[config.mk]
export PLATFORM = sky130hd
export DESIGN_NAME = ws2812_pixel_streamer
export DESIGN_NICKNAME = d
export VERILOG_FILES = /design/src/rtl/ws2812_pixel_streamer.sv
export SDC_FILE = /design/constraint.sdc
export NUM_CORES = 1
export LEC_CHECK = 0
export CAP_MARGIN = 20
export CORE_UTILIZATION = 40
export DETAILED_ROUTE_END_ITERATION = 10
export SYNTH_ARGS = -nofsm -noshare
export SYNTH_HDL_FRONTEND = slang
export SYNTH_SLANG_ARGS = --single-unit
[constraint.sdc]
create_clock -name clk -period 4.6 [get_ports clk]
set_input_delay 0.46 -clock clk [delete_from_list [all_inputs] [get_ports clk]]
set_output_delay 0.46 -clock clk [all_outputs]
set_load 0.01 [all_outputs]
[src/rtl/ws2812_pixel_streamer.sv]
// rtl/ws2812_pixel_streamer.sv - serialises 24-bit GRB pixels MSB-first into the WS2812 bit encoder
//
// Accepts one pixel at a time, hands it to the bit encoder one bit per
// strobe/busy handshake, and counts pixels per frame. After NUM_LEDS pixels,
// or when upstream starves mid-frame, it holds the line low for a latch gap.
//
// Ports:
//   clk, rst_n              clock, asynchronous active-low reset
//   pix_data/valid/ready    pixel input handshake (bit 23 goes out first)
//   bit_out, bit_strobe     data bit and one-cycle start pulse to the encoder
//   enc_busy                encoder is transmitting the current bit
//   latching                high for the whole latch gap
//   frame_done              one-cycle pulse on the last latch-gap cycle
//   underrun                sticky: a frame was aborted because upstream starved
module ws2812_pixel_streamer #(
   parameter int NUM_LEDS        = 8,
   parameter int RESET_CYCLES    = 16,
   parameter int UNDERRUN_CYCLES = 4
) (
   input  logic        clk,
   input  logic        rst_n,
   input  logic [23:0] pix_data,
   input  logic        pix_valid,
   output logic        pix_ready,
   output logic        bit_out,
   output logic        bit_strobe,
   input  logic        enc_busy,
   output logic        latching,
   output logic        frame_done,
   output logic        underrun
);

   localparam int PC_W = $clog2(NUM_LEDS + 1);
   localparam int LC_W = $clog2(RESET_CYCLES + 1);
   localparam int SC_W = $clog2(UNDERRUN_CYCLES + 1);
   localparam logic [PC_W-1:0] PC_LAST = PC_W'(NUM_LEDS - 1);
   localparam logic [LC_W-1:0] LC_LAST = LC_W'(RESET_CYCLES - 1);
   localparam logic [SC_W-1:0] SC_LAST = SC_W'(UNDERRUN_CYCLES - 1);

   typedef enum logic [2:0] {
      S_IDLE,
      S_SEND,
      S_WAIT_HI,
      S_WAIT_LO,
      S_LATCH
   } state_t;

   state_t            state;
   state_t            next_state;
   logic [23:0]       shreg;
   logic [4:0]        bit_cnt;
   logic [PC_W-1:0]   pix_count;
   logic [LC_W-1:0]   latch_cnt;
   logic [SC_W-1:0]   starve_cnt;

   logic accept;
   logic starve_tick;
   logic starve_hit;
   logic send_go;
   logic bit_end;
   logic latch_last;

   always_comb begin
      next_state  = state;
      accept      = 1'b0;
      starve_tick = 1'b0;
      starve_hit  = 1'b0;
      send_go     = 1'b0;
      bit_end     = 1'b0;
      latch_last  = 1'b0;
      case (state)
         S_IDLE: begin
            // A pixel arriving on the cycle the starve limit would trip wins.
            if (pix_valid && pix_ready) begin
               accept     = 1'b1;
               next_state = S_SEND;
            end else if (!pix_valid && (pix_count != '0)) begin
               if (starve_cnt == SC_LAST) begin
                  starve_hit = 1'b1;
                  next_state = S_LATCH;
               end else begin
                  starve_tick = 1'b1;
               end
            end
         end
         S_SEND: begin
            if (!enc_busy) begin
               send_go    = 1'b1;
               next_state = S_WAIT_HI;
            end
         end
         S_WAIT_HI: begin
            // Only the rising acknowledge matters; a low glitch just keeps us here.
            if (enc_busy) begin
               next_state = S_WAIT_LO;
            end
         end
         S_WAIT_LO: begin
            if (!enc_busy) begin
               bit_end = 1'b1;
               if (bit_cnt != 5'd0) begin
                  next_state = S_SEND;
               end else if (pix_count == PC_LAST) begin
                  next_state = S_LATCH;
               end else begin
                  next_state = S_IDLE;
               end
            end
         end
         S_LATCH: begin
            if (latch_cnt == LC_LAST) begin
               latch_last = 1'b1;
               next_state = S_IDLE;
            end
         end
         default: next_state = S_IDLE;
      endcase
   end

   always_ff @(posedge clk or negedge rst_n) begin
      if (!rst_n) begin
         state      <= S_IDLE;
         shreg      <= '0;
         bit_cnt    <= '0;
         pix_count  <= '0;
         latch_cnt  <= '0;
         starve_cnt <= '0;
         pix_ready  <= 1'b0;
         bit_out    <= 1'b0;
         bit_strobe <= 1'b0;
         underrun   <= 1'b0;
      end else begin
         state <= next_state;

         // Registered so it is low while in reset and exactly tracks IDLE after.
         pix_ready  <= (next_state == S_IDLE);

         // Strobe and its data bit are registered together so the encoder
         // sees them in the same cycle.
         bit_strobe <= send_go;
         if (send_go) begin
            bit_out <= shreg[23];
         end else if (next_state == S_LATCH) begin
            bit_out <= 1'b0;
         end

         if (accept) begin
            shreg   <= pix_data;
            bit_cnt <= 5'd23;
         end else if (bit_end && (bit_cnt != 5'd0)) begin
            shreg   <= {shreg[22:0], 1'b0};
            bit_cnt <= bit_cnt - 5'd1;
         end

         if (bit_end && (bit_cnt == 5'd0)) begin
            pix_count <= (pix_count == PC_LAST) ? '0 : pix_count + 1'b1;
         end else if (starve_hit || latch_last) begin
            pix_count <= '0;
         end

         if (accept || starve_hit || latch_last) begin
            starve_cnt <= '0;
         end else if (starve_tick) begin
            starve_cnt <= starve_cnt + 1'b1;
         end

         if (state == S_LATCH) begin
            latch_cnt <= latch_last ? '0 : latch_cnt + 1'b1;
         end

         if (starve_hit) begin
            underrun <= 1'b1;
         end
      end
   end

   assign latching   = (state == S_LATCH);
   assign frame_done = latch_last;

endmodule
---- Word level (Yosys, flattened, before mapping) ----
Index checks and enable logic that the tools add are counted.
operators by class
  $add $sub $neg .......................... 4
  equal/unequal tests ..................... 8
  multiplexer cells ....................... 37
  reduce and logical (&&, ||, !) cells .... 17
operator list
  operator                                                            count
  24-bit two-way mux                                                  2
  3-bit two-way mux                                                   11
  1-bit two-way mux                                                   17
  5-bit two-way mux                                                   3
  3-bit one-hot mux with 5 select lines                               1
  4-bit two-way mux                                                   3
  3-bit by 2-bit == test with 1-bit output, second input constant     3
  2-bit nonzero test                                                  4
  3-bit == test, second input constant                                2
  3-bit zero test                                                     2
  5-bit by 1-bit adder with 5-bit output, second input constant       1
  5-bit by 4-bit == test with 1-bit output, second input constant     1
  5-bit zero test                                                     1
  5-bit nonzero test                                                  1
  5-bit by 1-bit subtractor with 5-bit output, second input constant  1
  4-bit by 1-bit adder with 4-bit output, second input constant       1
  4-bit by 3-bit == test with 1-bit output, second input constant     1
  1-bit logical AND                                                   4
  4-bit nonzero test                                                  1
  3-bit by 1-bit adder with 3-bit output, second input constant       1
  3-bit by 1-bit == test with 1-bit output, second input constant     1
  1-bit logical OR                                                    3
  1-bit zero test                                                     1
storage, ports and cells
  flip-flop bits (word level) ............. 48
  input port bits ......................... 28
  word-level logic and storage cells ...... 76

---- Longest topological paths before layout ----
  word-level depth ........................ 8
  mapped depth ............................ 8
  depth with buffers taken out ............ 6

---- Worst setup path after synthesis ----
Ideal clock, no wire load.
  path kind ............................... flip-flop to flip-flop
  start ................................... register bit_cnt[0]
  end ..................................... register shreg[13]
  library setup time ...................... 0.122 ns
  data arrival time ....................... 1.672 ns
  required time ........................... 4.478 ns
  path slack .............................. 2.806 ns
  cell stages (with the launch flop) ...... 9
  clock period less this slack ............ 1.794 ns
  cell sequence ........................... dfrtp_1 > inv_1 > ha_1 > or4b_4 > and2_4 > buf_6 > buf_12 > a22oi_2 > nand2_1
on the way
  cells in the longest elaborated chain, start to end .. 3
ends and longest elaborated chain
  what                                 RTL line  text
  from (decl)                          51        logic [4:0] bit_cnt;
  from (signal assigned)               152       bit_cnt <= bit_cnt - 5'd1;
  5-bit nonzero test                   150       end else if (bit_end && (bit_cnt != 5'd0)) begin
  1-bit logical AND                    150
  2-bit nonzero test (no source line)  -
  to (signal assigned)                 148       shreg <= pix_data;
  to (signal assigned)                 151       shreg <= {shreg[22:0], 1'b0};
  to (decl)                            50        logic [23:0] shreg;
Every way passes these cells.
A chain may end at the register's enable or synchronous reset.

---- Worst setup path after layout ----
  start ................................... register state[1]
  end ..................................... output latching
on the way
  cells in the longest elaborated chain, start to end .. 1
ends and longest elaborated chain
  what                    RTL line  text
  from (decl)             48        state_t state;
  from (signal assigned)  133       state <= next_state;
  3-bit == test           177       assign latching = (state == S_LATCH);
  to (decl)               28        output logic latching,
Every way passes these cells.

==> impl_metrics.json <==
{
  "synthXorXnorAreaFrac": 0.0254,
  "whs_ns": 0.0136,
  "post-dp-hpwl_um": 2980,
  "vias": 1745,
  "min_path_type": "primary input to asynchronous set/reset pin",
  "drt-total-wl_um": 4490,
  "reg2reg_slack_ns": 2.52,
  "leakage_nw": 1.27,
  "setup-violations-final": 0,
  "fin_crit_sh": 0.513,
  "cp_max_fo": 7,
  "worstReg2RegStart": "bit_cnt[0]$_DFFE_PN0P_",
  "tns_ns": 0,
  "finalHoldViolations": 0,
  "grt_pass1_vias": 1704,
  "synthMuxAreaShare": 0.0171,
  "grt_max_degree": 49,
  "p_clk_frac": 0.205,
  "ant_nets": 0,
  "start_util": 0.425,
  "path_class": "register to output pin",
  "synth_top_family_by_area": "simple AND/OR/NAND/NOR gates",
  "placed_area_um2": 2760,
  "die_width_um": 79.7,
  "max_freq_ghz": 0.424,
  "drt_iter0_drc": 107,
  "cp-end-kind": "output pin",
  "wire_per_inst_um": 13.4,
  "grt.total_usage": 0.160,
  "clk_latency_ns": 0.29,
  "syn_nets": 264,
  "drcViolationCount": 0,
  "netlist_instances": 229,
  "drv_slew": 0,
  "cts_root_buf": "clkbuf_8",
  "power_frac_seq": 0.475,
  "ios": 34,
  "worst_ep_required_time_ns": 4.14,
  "yosysWarnings": 0,
  "clkSinkCount": 48,
  "fin_util": 0.508,
  "slew_headroom": 0.506,
  "cts_resized": 0,
  "core_um2": 5680,
  "swShare": 0.345,
  "synth.avg_cell_area_um2": 10.5,
  "io_buffer_count": 33,
  "antenna_cells": 0,
  "synth-compound-area-share": 0.179,
  "switchingPower_mw": 0.503,
  "min_period_ns": 2.36,
  "grt_pass1_wl_um": 7910,
  "grt_remaining_overflow": 0,
  "area_growth_pct": 19.5,
  "rows": 27,
  "syn_area_um2": 2410,
  "yosys_register_bits": 48,
  "fp.dieArea_um2": 6350,
  "post-place-ws_ns": 2.34,
  "antenna_found_initial": 0,
  "cap_violations": 0,
  "layout_setup_ws_ns": 2.24,
  "avgViaCountPerCell": 5.21,
  "synth.distinct_cells": 43,
  "gp_congestion": 0.743,
  "cts_setup_buffers": 0,
  "drt-pass1-iter-count": 4,
  "path_clk_slew_ns": 0.09,
  "layout_common_cells": "nand2_1, dfrtp_1, clkdlybuf4s50_1",
  "cp-start-kind": "register",
  "vdd_drop_max_mv": 0.194,
  "nets": 297,
  "synth_fa_ha_area_frac": 0.0363,
  "power.density_nw_per_um2": 506,
  "cts_tree": "yes",
  "reg2reg_to": "state[0]$_DFF_PN0_",
  "finalClockSkew_ns": 0.00749,
  "placed_cells": 326,
  "layout-drive-gt1-share": 0.141,
  "ys_seq_area_frac": 0.498,
  "pwr-share-comb": 0.320,
  "cts_hold_buf": 0,
  "die-height_um": 79.7,
  "synthSimpleGateAreaFrac": 0.198,
  "final_cell_area_um2": 2880,
  "finalPower_mw": 1.46,
  "cts-buffers-inserted": 5,
  "htree_levels": 2,
  "rr_worst_depth": 5,
  "layout.cells.non_filler": 335,
  "cts_buffer_depth": 2,
  "p_int_mw": 0.955,
  "rsz0062_at_grt": "no",
  "worstMarginPinSlew_ns": 0.742,
  "cp.arrival_ns": 1.90,
  "status": "complete, no violations",
  "final_common_cell": "nand2_1"
}
==> registers in the layout, summed over array words and instances (netlist names) <==
register and cells:
shreg 24, bit_cnt 5, latch_cnt 5, pix_count 4
starve_cnt 3, state 3, bit_out 1, bit_strobe 1
pix_ready 1, underrun 1
==> kinds of logic after synthesis <==
family	Yosys count
xor+xnor	7
flops	48
compound gates	45
mux	4
buf+inv	16
simple gates	102
fa+ha+maj	7
==> synth_stat cells (all sizes together) <==
| cell | instances | area (µm²) |
|---|---|---|
| a31oi | 1 | 6.26 |
| nor3b | 1 | 7.51 |
| o21a | 1 | 7.51 |
| xnor2 | 3 | 26.3 |
| mux2i | 3 | 30.0 |
| or2 | 1 | 6.26 |
| clkbuf | 1 | 3.75 |
| o31ai | 2 | 15.0 |
| and2 | 3 | 21.3 |
| nand4 | 2 | 12.5 |
| a22oi | 23 | 273 |
| nor2 | 8 | 30.0 |
| xor2 | 4 | 35.0 |
| nand4b | 1 | 8.76 |
| nor3 | 7 | 40.0 |
| or4b | 1 | 13.8 |
| ha | 7 | 87.6 |
| nor2b | 3 | 18.8 |
| dfrtp | 48 | 1200 |
| o21ai | 9 | 45.0 |
| a21oi | 2 | 10.0 |
| nor4b | 1 | 8.76 |
| nand3b | 1 | 7.51 |
| a22o | 1 | 8.76 |
| or3b | 1 | 8.76 |
| o22ai | 2 | 12.5 |
| a32oi | 3 | 45.1 |
| nand3 | 6 | 30.0 |
| inv | 7 | 26.3 |
| buf | 8 | 81.3 |
| and4b | 1 | 10.0 |
| and4bb | 1 | 12.5 |
| nand2 | 64 | 240 |
| a41o | 1 | 10.0 |
| mux2 | 1 | 11.3 |
==> worst max-delay path, cell delays in order (launching register included) <==
cell and delay [ns]:
dfrtp_1 0.46, nor2_1 0.23, nand2_1 0.17, inv_1 0.18, clkdlybuf4s50_1 0.56
==> power groups by stage <==
stage / Clock, mW / Sequential [mW] / Combinational [mW]
after floorplan: 0 / 0.683 / 0.370
after global placement: 0 / 0.698 / 0.463
after detailed placement: 0 / 0.700 / 0.472
after CTS: 0.312 / 0.693 / 0.473
after global routing: 0.325 / 0.714 / 0.540
final: 0.299 / 0.693 / 0.467
==> per-layer routing <==
metal	vias up	wire (µm)	share of wire	global-route usage
met4	0	53	0.012	0.0545
met2	25	2030	0.45	0.249
met5	-	0	0	0
met1	849	2300	0.51	0.226
met3	5	116	0.026	0.0240
li1	866	-	-	-
==> worst max-delay path by stage <==
| stage | end | startpoint | cells past startpoint | slack, ns |
|---|---|---|---|---|
| after floorplan | shreg[13]$_DFFE_PN0P_ | bit_cnt[0]$_DFFE_PN0P_ | 8 | 2.81 |
| after global placement | state[0]$_DFF_PN0_ | enc_busy | 4 | 2.37 |
| after detailed placement | state[0]$_DFF_PN0_ | enc_busy | 4 | 2.34 |
| after CTS | latching | state[1]$_DFF_PN0_ | 4 | 2.24 |
| after global routing | latching | state[1]$_DFF_PN0_ | 4 | 2.09 |
| final | latching | state[1]$_DFF_PN0_ | 4 | 2.24 |
==> final cells by class <==
class                           instances  area, µm²
Tap cell                               72       90.1
Fill cell                             543       2790
Multi-Input combinational cell        165       1100
Clock buffer                            6       72.6
Timing Repair Buffer                   35        353
Clock inverter                          2       35.0
Sequential cell                        48       1200
Inverter                                7       26.3
(Power assumes the default switching activity.)
